**config.mk**
```make
export PLATFORM = sky130hd
export DESIGN_NAME = player_sequencer
export DESIGN_NICKNAME = d
export VERILOG_FILES = /design/src/rtl/player_pkg.sv /design/src/rtl/player_sequencer_beat_divider.sv /design/src/rtl/player_sequencer.sv
export SDC_FILE = /design/constraint.sdc
export NUM_CORES = 1
export LEC_CHECK = 0
export BUFFER_PORTS_ARGS = -buffer_cell sky130_fd_sc_hd__buf_2
export CAP_MARGIN = 40
export CORE_UTILIZATION = 45
export CTS_CLUSTER_DIAMETER = 40
export DETAILED_ROUTE_END_ITERATION = 10
export PLACE_DENSITY = 0.72
export SLEW_MARGIN = 20
export SYNTH_ARGS = -nofsm -noshare
export SYNTH_HDL_FRONTEND = slang
export SYNTH_HIERARCHICAL = 1
export SYNTH_SLANG_ARGS = --single-unit
```
**constraint.sdc**
```tcl
create_clock -name clk -period 1.2 [get_ports clk]
set_input_delay 0.18 -clock clk [delete_from_list [all_inputs] [get_ports clk]]
set_output_delay 0.18 -clock clk [all_outputs]
set_load 0.01 [all_outputs]
```
**src/rtl/player_pkg.sv**
```systemverilog
// Shared types and defaults for the music player sequencer.
package player_pkg;

  localparam int NUM_SONGS_DEF = 4;
  localparam int SONG_BITS_DEF = 2;

  typedef enum logic [1:0] {
    PAUSED  = 2'd0,
    PLAYING = 2'd1,
    CHANGE  = 2'd2
  } state_t;

  typedef enum logic [1:0] {
    NORMAL = 2'd0,
    FF     = 2'd1,
    REW    = 2'd2
  } mode_t;

  // Both switches high (or both low) is treated as normal playback.
  function automatic mode_t decode_mode(input logic ff_sw, input logic rew_sw);
    mode_t m;
    m = NORMAL;
    if (ff_sw && !rew_sw) m = FF;
    else if (rew_sw && !ff_sw) m = REW;
    return m;
  endfunction

endpackage

```
**src/rtl/player_sequencer_beat_divider.sv**
```systemverilog
// Beat tick divider: produces the pre-registered note-advance pulse.
// In bypass (fast-forward) every tick advances; otherwise every
// NORMAL_DIV-th tick does. A clear resets the count and swallows a
// coincident tick so a fresh count always starts from zero.
module beat_divider #(
  parameter int NORMAL_DIV = 2
) (
  input  logic clk,
  input  logic reset,
  input  logic tick,
  input  logic clear,
  input  logic bypass,
  output logic pulse
);

  localparam int DW = $clog2(NORMAL_DIV);
  localparam logic [DW-1:0] LAST = DW'(NORMAL_DIV - 1);

  logic [DW-1:0] count;

  // Pulse on the tick that completes a full divide period (or any tick in bypass).
  always_comb begin
    pulse = 1'b0;
    if (tick && !clear) pulse = bypass || (count == LAST);
  end

  // Modulo tick counter; held at zero while bypassed or cleared.
  always_ff @(posedge clk) begin
    if (reset || clear || bypass) begin
      count <= '0;
    end else if (tick) begin
      count <= (count == LAST) ? '0 : count + DW'(1);
    end
  end

endmodule

```
**src/rtl/player_sequencer.sv**
```systemverilog
// Music player control unit: run/pause FSM, song index, timed player
// reset window on every song change, and the scaled note-advance strobe.
module player_sequencer
  import player_pkg::*;
#(
  parameter int NUM_SONGS    = NUM_SONGS_DEF,
  parameter int SONG_BITS    = SONG_BITS_DEF,
  parameter int RESET_CYCLES = 4,
  parameter int NORMAL_DIV   = 2
) (
  input  logic                 clk,
  input  logic                 reset,
  input  logic                 play_button,
  input  logic                 next_button,
  input  logic                 ff_switch0,
  input  logic                 r_switch1,
  input  logic                 beat_tick,
  input  logic                 song_done,
  input  logic                 at_start,
  output logic                 play,
  output logic                 reset_player,
  output logic [SONG_BITS-1:0] current_song,
  output logic                 advance,
  output logic                 reverse
);

  localparam int CW = (RESET_CYCLES > 1) ? $clog2(RESET_CYCLES) : 1;
  localparam logic [CW-1:0] CNT_LOAD = CW'(RESET_CYCLES - 1);
  localparam logic [SONG_BITS-1:0] LAST_SONG = SONG_BITS'(NUM_SONGS - 1);

  state_t          state, next_state;
  logic            resume, next_resume;
  logic [CW-1:0]   cnt, next_cnt;
  logic            song_step;
  mode_t           mode, mode_q;
  logic            div_tick, div_clear, div_pulse;

  // Decode the playback mode from the switch levels every cycle.
  always_comb begin
    mode = decode_mode(ff_switch0, r_switch1);
  end

  // Next-state logic; next_button beats song_done beats play_button.
  always_comb begin
    next_state  = state;
    next_resume = resume;
    next_cnt    = cnt;
    song_step   = 1'b0;
    case (state)
      PAUSED: begin
        if (next_button) begin
          next_state  = CHANGE;
          next_resume = 1'b0;
          next_cnt    = CNT_LOAD;
          song_step   = 1'b1;
        end else if (play_button) begin
          next_state = PLAYING;
        end
      end
      PLAYING: begin
        if (next_button) begin
          next_state  = CHANGE;
          next_resume = 1'b1;
          next_cnt    = CNT_LOAD;
          song_step   = 1'b1;
        end else if (song_done) begin
          // Finishing the last song wraps to song 0 and stops the playlist.
          next_state  = CHANGE;
          next_resume = (current_song != LAST_SONG);
          next_cnt    = CNT_LOAD;
          song_step   = 1'b1;
        end else if (play_button) begin
          next_state = PAUSED;
        end else if (mode == REW && at_start) begin
          next_state = PAUSED;
        end
      end
      CHANGE: begin
        if (cnt == '0) begin
          next_state = resume ? PLAYING : PAUSED;
        end else begin
          next_cnt = cnt - CW'(1);
        end
      end
      default: begin
        next_state = PAUSED;
      end
    endcase
  end

  // Divider only sees ticks while playing, and restarts on any mode
  // change or when playback is about to stop.
  always_comb begin
    div_tick  = beat_tick && (state == PLAYING);
    div_clear = (state != PLAYING) || (next_state != PLAYING) || (mode != mode_q);
  end

  beat_divider #(
    .NORMAL_DIV(NORMAL_DIV)
  ) u_beat_divider (
    .clk   (clk),
    .reset (reset),
    .tick  (div_tick),
    .clear (div_clear),
    .bypass(mode == FF),
    .pulse (div_pulse)
  );

  // State, counters, song index and registered outputs.
  always_ff @(posedge clk) begin
    if (reset) begin
      state        <= PAUSED;
      resume       <= 1'b0;
      cnt          <= '0;
      mode_q       <= NORMAL;
      current_song <= '0;
      play         <= 1'b0;
      reset_player <= 1'b0;
      advance      <= 1'b0;
      reverse      <= 1'b0;
    end else begin
      state        <= next_state;
      resume       <= next_resume;
      cnt          <= next_cnt;
      mode_q       <= mode;
      if (song_step) begin
        current_song <= (current_song == LAST_SONG) ? '0 : current_song + SONG_BITS'(1);
      end
      play         <= (next_state == PLAYING);
      reset_player <= (next_state == CHANGE);
      advance      <= div_pulse && (next_state == PLAYING);
      reverse      <= (next_state == PLAYING) && (mode == REW);
    end
  end

endmodule

```
==> results.json, run 1 <==
{
  "outcome": "finished with violations",
  "violations": "setup timing",
  "antenna_found_initial": 0,
  "fmax_mhz": 782.2,
  "finalSetupViolCount": 3,
  "clk_pin_slew_worst_paths_ns": 0.09,
  "netlist_top_cells_count": "dfxtp_1, a21oi_1, nor2_1",
  "numCtsBuffers": 3,
  "p_leak_nw": 0.3965,
  "viasPerCell": 5.549,
  "async_flop_share": 0,
  "initial_core_util": 0.4972,
  "multi_input_area_sq_um": 475.5,
  "core_sq_um": 1334,
  "synthTopCellsByArea": "dfxtp_1, a21oi_1, nor2_1",
  "grt-ovfl-total": 0,
  "synth_cells": 71,
  "layout.area.seq_sq_um": 290.3,
  "synth_cell_types": 30,
  "wire_per_inst_um": 13.33,
  "yosys.area_share.simple": 0.2811,
  "relSlewSlack": 0.7675,
  "ant_nets": 0,
  "syn_nets": 82,
  "n_antenna_cell": 0,
  "worst_slack_ns": -0.07851,
  "first_pass_iters": 4,
  "portBuffers": 14,
  "finalHoldViolCount": 0,
  "chipHeight_um": 40.39,
  "maxCapViolCount": 0,
  "synth_top_family_by_area": "simple AND/OR/NAND/NOR gates",
  "synth_ff_type": "dfxtp_1",
  "required_ns": 1.42,
  "startpoint_type": "flip-flop",
  "hold_class": "in -> reg",
  "ys_ff_latch": 14,
  "vias": 627,
  "worst_pin_slew_ns": 0.3487,
  "skew_ns": 0.003472,
  "reg2reg_slack_ns": -0.08,
  "hold_buffers": 0,
  "ctsRootBufferMaster": "clkbuf_4",
  "synthAdderAreaFrac": 0.03774,
  "yosys.area.top_type": "dfxtp_1",
  "rows": 13,
  "area_growth_pct": 49.62,
  "synth_top_cell_area_share": 0.4226,
  "grt_pass1_vias": 520,
  "cts_num_sinks": 14,
  "cts_tree": "done",
  "synth.most_common_cell": "dfxtp_1",
  "drive_gt1_frac": 0.6122,
  "insertion_delay_ns": 0.28,
  "path_class": "reg -> reg",
  "rr_worst_depth": 6,
  "fin_hold_ws_ns": 0.2126,
  "ir_drop_mv": 0.6147,
  "fillers": 96,
  "post-route-util": 0.7439,
  "syn_avg_cell_area_sq_um": 9.340,
  "drv_slew": 0,
  "synth_xor_area_frac": 0.02642,
  "syn_area_sq_um": 663.1,
  "end_kind": "flip-flop",
  "critPathArrivalTime_ns": 1.50,
  "io_pins": 15,
  "fin_tns_setup_ns": -0.1261,
  "routed_wl_um": 1506,
  "period_minus_slack_ns": 1.279,
  "yosys_warnings": 6,
  "dp_hpwl_um": 978.3,
  "drt-initial-drc-count": 6,
  "gp_congestion": 0.8025,
  "clockBufferDepth": 2,
  "min_period_over_period": 1.065,
  "grt_max_degree": 14,
  "synthMuxAreaShare": 0,
  "power_density_nw_per_um2": 1133,
  "htreeDepth": 1,
  "fin_nets": 110,
  "grt_first_pass_wirelength_um": 2166,
  "synth_compound_area_frac": 0.2038,
  "ys_seq_area_frac": 0.4226,
  "post-route-drc-count": 0,
  "die_area_sq_um": 1631,
  "synth_edf_count": 0,
  "cp_max_fo": 5,
  "rsz0062_at_grt": "yes",
  "grt_use_total": 0.2018,
  "chipWidth_um": 40.39,
  "min_path_cells": 3
}
==> cells by family (layout without fill, tap and decap cells) <==
logic type,Yosys count,count (layout)
flops,14,14
fa+ha+maj,2,2
xor+xnor,2,2
compound gates,20,20
buf+inv,5,32
simple gates,28,28
==> per-layer routing <==
layer	up-vias	GRT usage	part of all wire
met1	296	0.2458	0.45
met2	15	0.3254	0.50
met4	0	0.1250	0.018
li1	312	-	-
met5	-	0	0
met3	4	0.03333	0.030
==> power by group <==
part / internal (mW) / leakage [nW] / switching [mW]
Clock: 0.185 / 0.0210 / 0.157
Sequential: 0.497 / 0.117 / 0.0232
Combinational: 0.143 / 0.258 / 0.119
==> worst max-delay path: stages (launching register included) <==
cell and delay, ns:
dfxtp_2 0.35, nand2b_4 0.16, buf_4 0.14, nor2_1 0.17, nor3b_2 0.20, nand2b_1 0.09
a21oi_2 0.10
==> state kept, by name, indices dropped and copies added (netlist names) <==
name	flops
play	1
u_beat_divider/count	1
state	2
reset_player	1
resume	1
mode_q	2
current_song	2
advance	1
cnt	2
reverse	1
==> placed cells by master (no fill, tap or decap), types with 2 or more instances in the layout <==
cell type / synthesis / final
buf_4: 0 / 9
xnor2_1: 2 / 2
buf_6: 0 / 2
dfxtp_1: 14 / 8
a221oi_1: 3 / 2
nor3b_2: 0 / 2
or4_4: 1 / 2
o21ai_0: 3 / 2
clkbuf_4: 0 / 3
nor2b_1: 2 / 2
or3b_4: 0 / 2
or2_4: 1 / 2
a21oi_2: 0 / 3
buf_2: 0 / 14
nor2_1: 7 / 7
dfxtp_2: 0 / 5
inv_1: 3 / 2
ha_4: 0 / 2
a21oi_1: 7 / 4
nand2b_1: 4 / 4
==> cell type report <==
| class | instances | area share |
|---|---|---|
| flip-flops and latches | 14 | 0.2926 |
| repair buffers | 25 | 0.1614 |
| clock buffers | 4 | 0.03657 |
| well taps | 15 | 0.01892 |
| inverters | 3 | 0.01135 |
| multi-input cells | 52 | 0.4792 |
==> stage by stage <==
step | power (mW) | std cells | cell area, sq um | worst slack (ns)
2_1_floorplan | 0.6390 | 71 | 675.6 | 0.004871
3_3_place_gp | 0.7167 | 108 | 832.0 | -0.08456
3_5_place_dp | 0.7235 | 108 | 832.0 | -0.1091
4_1_cts | 1.089 | 114 | 919.6 | -0.07284
5_1_grt | 1.182 | 113 | 992.2 | -0.1829
6_report | 1.124 | 113 | 992.2 | -0.07851
==> worst paths after layout <==
kind	startpoint	endpoint
worst max-delay path	state[1]	advance
worst min-delay path	at_start	reverse
worst max register to register	state[1]	advance
worst min register to register	current_song[0]	current_song[0]
==> repair_timing <==
action                                 in CTS  in global routing
pin swaps                                   7                 11
setup buffers                               2                  0
endpoints found under the hold margin       0                  0
resized for setup                          12                 18
setup endpoints to repair                   8                 12
(Power assumes the default switching activity.)
==> inputs of run 2 (changes only) <==
PLACE_DENSITY = 0.71   (was 0.72)
REMOVE_ABC_BUFFERS = 1   (was not set)
==> results.json, run 2 (synthesis gave the netlist of run 1 again) <==
{
  "rows": 13,
  "grt_max_degree": 14,
  "cp_cell_sequence": "o21ba_4, a211oi_2, o21ai_2, nor3b_2, nand2b_1, a21oi_2",
  "ant_nets": 0,
  "drive_gt1_frac": 0.6238,
  "fillers": 101,
  "grt_first_pass_wirelength_um": 2311,
  "dp_hpwl_um": 1046,
  "viasPerCell": 5.534,
  "relSlewSlack": 0.7603,
  "area_growth_pct": 51.70,
  "final_common_cell": "buf_2",
  "path_buf_inv": 0,
  "core_sq_um": 1334,
  "antenna_found_initial": 0,
  "gp_congestion": 0.7335,
  "vias": 642,
  "cts_num_sinks": 14,
  "critPathMaxStageDelay_ns": 0.35,
  "post-route-drc-count": 0,
  "critPathArrivalTime_ns": 1.46,
  "finalHoldViolCount": 0,
  "final_area_sq_um": 1006,
  "wire_per_inst_um": 13.77,
  "die_area_sq_um": 1631,
  "place_ws_ns": -0.1679,
  "violations": "setup timing",
  "n_antenna_cell": 0,
  "maxCapViolCount": 0,
  "clockBufferDepth": 2,
  "insertion_delay_ns": 0.28,
  "rr_worst_depth": 6,
  "routed_wl_um": 1597,
  "dpl_cell_area_sq_um": 842.1,
  "multi_input_area_sq_um": 470.5,
  "grt-ovfl-total": 0,
  "fin_tns_setup_ns": -0.05243,
  "startpoint_type": "flip-flop",
  "skew_ns": 0.006066,
  "min_path_cells": 3,
  "layout.area.seq_sq_um": 290.3,
  "worst_pin_slew_ns": 0.3595,
  "end_kind": "flip-flop",
  "fin_hold_ws_ns": 0.2128,
  "outcome": "finished with violations",
  "cp_slowest_cell": "dfxtp_2",
  "period_minus_slack_ns": 1.243,
  "final_cell_mix": "buf_2, buf_4, dfxtp_1",
  "chipWidth_um": 40.39,
  "ctsRootBufferMaster": "clkbuf_4",
  "portBuffers": 14,
  "required_ns": 1.42,
  "fmax_mhz": 804.4,
  "drt-initial-drc-count": 8,
  "worst_slack_ns": -0.04313,
  "grt_pass1_vias": 546,
  "cts_tree": "done",
  "p_leak_nw": 0.4164,
  "htreeDepth": 1,
  "rsz0062_at_grt": "yes",
  "initial_core_util": 0.4972,
  "hold_class": "in -> reg",
  "worst-path-stages": 6,
  "chipHeight_um": 40.39,
  "clk_pin_slew_worst_paths_ns": 0.09,
  "min_period_over_period": 1.036,
  "io_pins": 15,
  "first_pass_iters": 4,
  "power_mw": 1.142,
  "ir_drop_mv": 0.7503,
  "fin_nets": 113,
  "grt_use_total": 0.2232,
  "crit_family": "compound AO/OA/AOI/OAI gates",
  "power_density_nw_per_um2": 1135,
  "numCtsBuffers": 3,
  "path_class": "reg -> reg",
  "cp_max_fo": 3,
  "drv_slew": 0,
  "finalSetupViolCount": 2,
  "hold_buffers": 0
}
## run 2: report_power, final
| part | internal (mW) | switching [mW] |
|---|---|---|
| combinational | 0.157 | 0.125 |
| sequential | 0.497 | 0.0197 |
| clock | 0.185 | 0.159 |
| total | 0.838 | 0.304 |
## run 2: per-stage QoR
stage / std cells / util
2_1_floorplan: 69 / -
3_3_place_gp: 111 / 0.6313
3_5_place_dp: 111 / 0.6313
4_1_cts: 116 / 0.7064
5_1_grt: 116 / 0.7542
6_report: 116 / 0.7542
## run 2: repair_timing
action,4_1_cts,5_1_grt
endpoints found under the setup margin,11,11
gates resized for setup,20,13
setup buffers,1,0
pin swaps,9,6
## run 2: worst paths after layout
path / slack, ns / endpoint / start
setup / recovery: -0.04 / advance / mode_q[0]
hold / removal: 0.21 / resume / song_done
setup reg to reg: -0.04 / advance / mode_q[0]
hold reg to reg: 0.54 / cnt[1] / cnt[1]
## run 2: worst reg2reg max path: cells and delay by family (launching register included)
kind	cells	cell delay, ns
AO/OA/AOI/OAI	4	0.58
AND/OR/NAND/NOR	2	0.26
flip-flops	1	0.35
## run 2: cell type report
class / instances / share of cell area
timing repair buffer: 28 / 0.1779
clock buffer: 4 / 0.03607
sequential: 14 / 0.2886
tap: 15 / 0.01866
inverter: 3 / 0.01119
multi-input combinational: 52 / 0.4677
## run 2: routing by layer
metal  up-vias  wire length (um)  global-route usage
li1        321                 -                   -
met1       294               719              0.2517
met2        19               738              0.3690
met3         8                63             0.05000
met4         0                75              0.1500
met5         -                 0                   0
==> inputs of run 3 (changes only) <==
RECOVER_POWER = 100   (was not set)
==> results.json, run 3 (synthesis gave the netlist of run 1 again) <==
{
  "outcome": "finished with violations",
  "violations": "setup timing",
  "die_area_sq_um": 1631,
  "p_clk_frac": 0.301,
  "final_cells": 116,
  "fin_nets": 113,
  "numCtsBuffers": 3,
  "p_switching_mw": 0.3007,
  "viasPerCell": 5.603,
  "multi_input_area_sq_um": 467.9,
  "worst_pin_slew_ns": 0.3381,
  "p_leak_nw": 0.3907,
  "grt_use_total": 0.2232,
  "internal_power_mw": 0.8275,
  "final_cell_mix": "buf_4, dfxtp_1, buf_2",
  "grt_pass1_vias": 546,
  "dp_hpwl_um": 1046,
  "chipHeight_um": 40.39,
  "hold_class": "in -> reg",
  "fin_tns_setup_ns": -0.04917,
  "drv_slew": 0,
  "n_antenna_cell": 0,
  "worst_slack_ns": -0.04239,
  "min_path_cells": 3,
  "power_mw": 1.128,
  "finalSetupViolCount": 2,
  "fmax_mhz": 804.9,
  "cp_max_fo": 3,
  "relSlewSlack": 0.7746,
  "p_seq_frac": 0.457,
  "final_area_sq_um": 992.2,
  "critPathMaxStageDelay_ns": 0.35,
  "netSwitchingFraction": 0.2665,
  "min_period_over_period": 1.035,
  "maxCapViolCount": 0,
  "wire_per_inst_um": 13.77,
  "core_sq_um": 1334,
  "insertion_delay_ns": 0.28,
  "dpl_cell_area_sq_um": 842.1,
  "cp_slowest_cell": "dfxtp_2",
  "layout.area.seq_sq_um": 289.0,
  "startpoint_type": "flip-flop",
  "ant_nets": 0,
  "ir_drop_mv": 0.7655,
  "initial_core_util": 0.4972,
  "grt-ovfl-total": 0,
  "drive_gt1_frac": 0.5446,
  "cp_cell_sequence": "o21ba_4, a211oi_2, o21ai_2, nor3b_2, nand2b_1, a21oi_2",
  "grt_first_pass_wirelength_um": 2311,
  "clk_pin_slew_worst_paths_ns": 0.09,
  "ctsRootBufferMaster": "clkbuf_4",
  "path_class": "reg -> reg",
  "rr_worst_depth": 6,
  "p_comb_frac": 0.241,
  "area_growth_pct": 49.62,
  "cts_num_sinks": 14,
  "skew_ns": 0.002949,
  "routed_wl_um": 1597,
  "chipWidth_um": 40.39,
  "critPathArrivalTime_ns": 1.46,
  "grt_max_degree": 14,
  "required_ns": 1.42,
  "power_density_nw_per_um2": 1137,
  "final_common_cell": "buf_4",
  "gp_congestion": 0.7335,
  "finalHoldViolCount": 0,
  "end_kind": "flip-flop",
  "rsz0062_at_grt": "yes",
  "first_pass_iters": 4,
  "rows": 13,
  "clockBufferDepth": 2,
  "io_pins": 15,
  "post-route-drc-count": 0,
  "cts_tree": "done",
  "period_minus_slack_ns": 1.242,
  "vias": 650,
  "numPlacedInstances": 111,
  "fillers": 106,
  "portBuffers": 14,
  "htreeDepth": 1,
  "drt-initial-drc-count": 7,
  "antenna_found_initial": 0
}
run 3: cell count changes in the layout (fill, tap and decap cells not counted), sizes merged:
cell,previous run,this run
clkbuf,4,11
buf,28,21
run 3: repair_timing:
action                                  in CTS  in global routing
setup buffers                                1                  0
pin swaps                                    9                  6
endpoints found under the setup margin      11                 11
gates resized for setup                     20                 13
hold buffers                                 0                  0
run 3: power by group through the flow:
stage	registers, mW	logic, mW	clock network [mW]
after detailed placement	0.522	0.212	0
after floorplan	0.531	0.0951	0
after CTS	0.514	0.237	0.349
after global routing	0.520	0.298	0.368
after global placement	0.520	0.205	0
final	0.516	0.272	0.340
run 3: worst max-delay path: cells and delay by family (launching register included):
family | cells | cell delay (ns)
simple gates | 2 | 0.26
flops | 1 | 0.35
compound gates | 4 | 0.58
run 3: path summary, 6_finish.rpt:
path / start / endpoint / slack (ns)
worst max-delay path: mode_q[0] / advance / -0.04
worst min-delay path: song_done / resume / 0.22
worst max register to register: mode_q[0] / advance / -0.04
worst min register to register: cnt[1] / cnt[1] / 0.54
run 3: cell type report:
type / count / area share
Sequential cell: 14 / 0.2913
Clock buffer: 4 / 0.03657
Timing Repair Buffer: 28 / 0.1702
Multi-Input combinational cell: 52 / 0.4716
Tap cell: 15 / 0.01892
Inverter: 3 / 0.01135
run 3: metrics by stage:
step           hold slack (ns)  utilization  setup slack (ns)
2_1_floorplan           0.2491            -           -0.1077
3_3_place_gp            0.4884       0.6313           -0.1241
3_5_place_dp            0.5096       0.6313           -0.1679
4_1_cts                 0.1944       0.7064          -0.03385
5_1_grt                 0.2229       0.7439           -0.1035
6_report                0.2169       0.7439          -0.04239
run 3: layer usage:
| metal | up-vias | GRT usage | part of all wire |
|---|---|---|---|
| li1 | 321 | - | - |
| met4 | 0 | 0.1500 | 0.047 |
| met5 | - | 0 | 0 |
| met1 | 304 | 0.2517 | 0.46 |
| met3 | 8 | 0.05000 | 0.031 |
| met2 | 17 | 0.3690 | 0.46 |
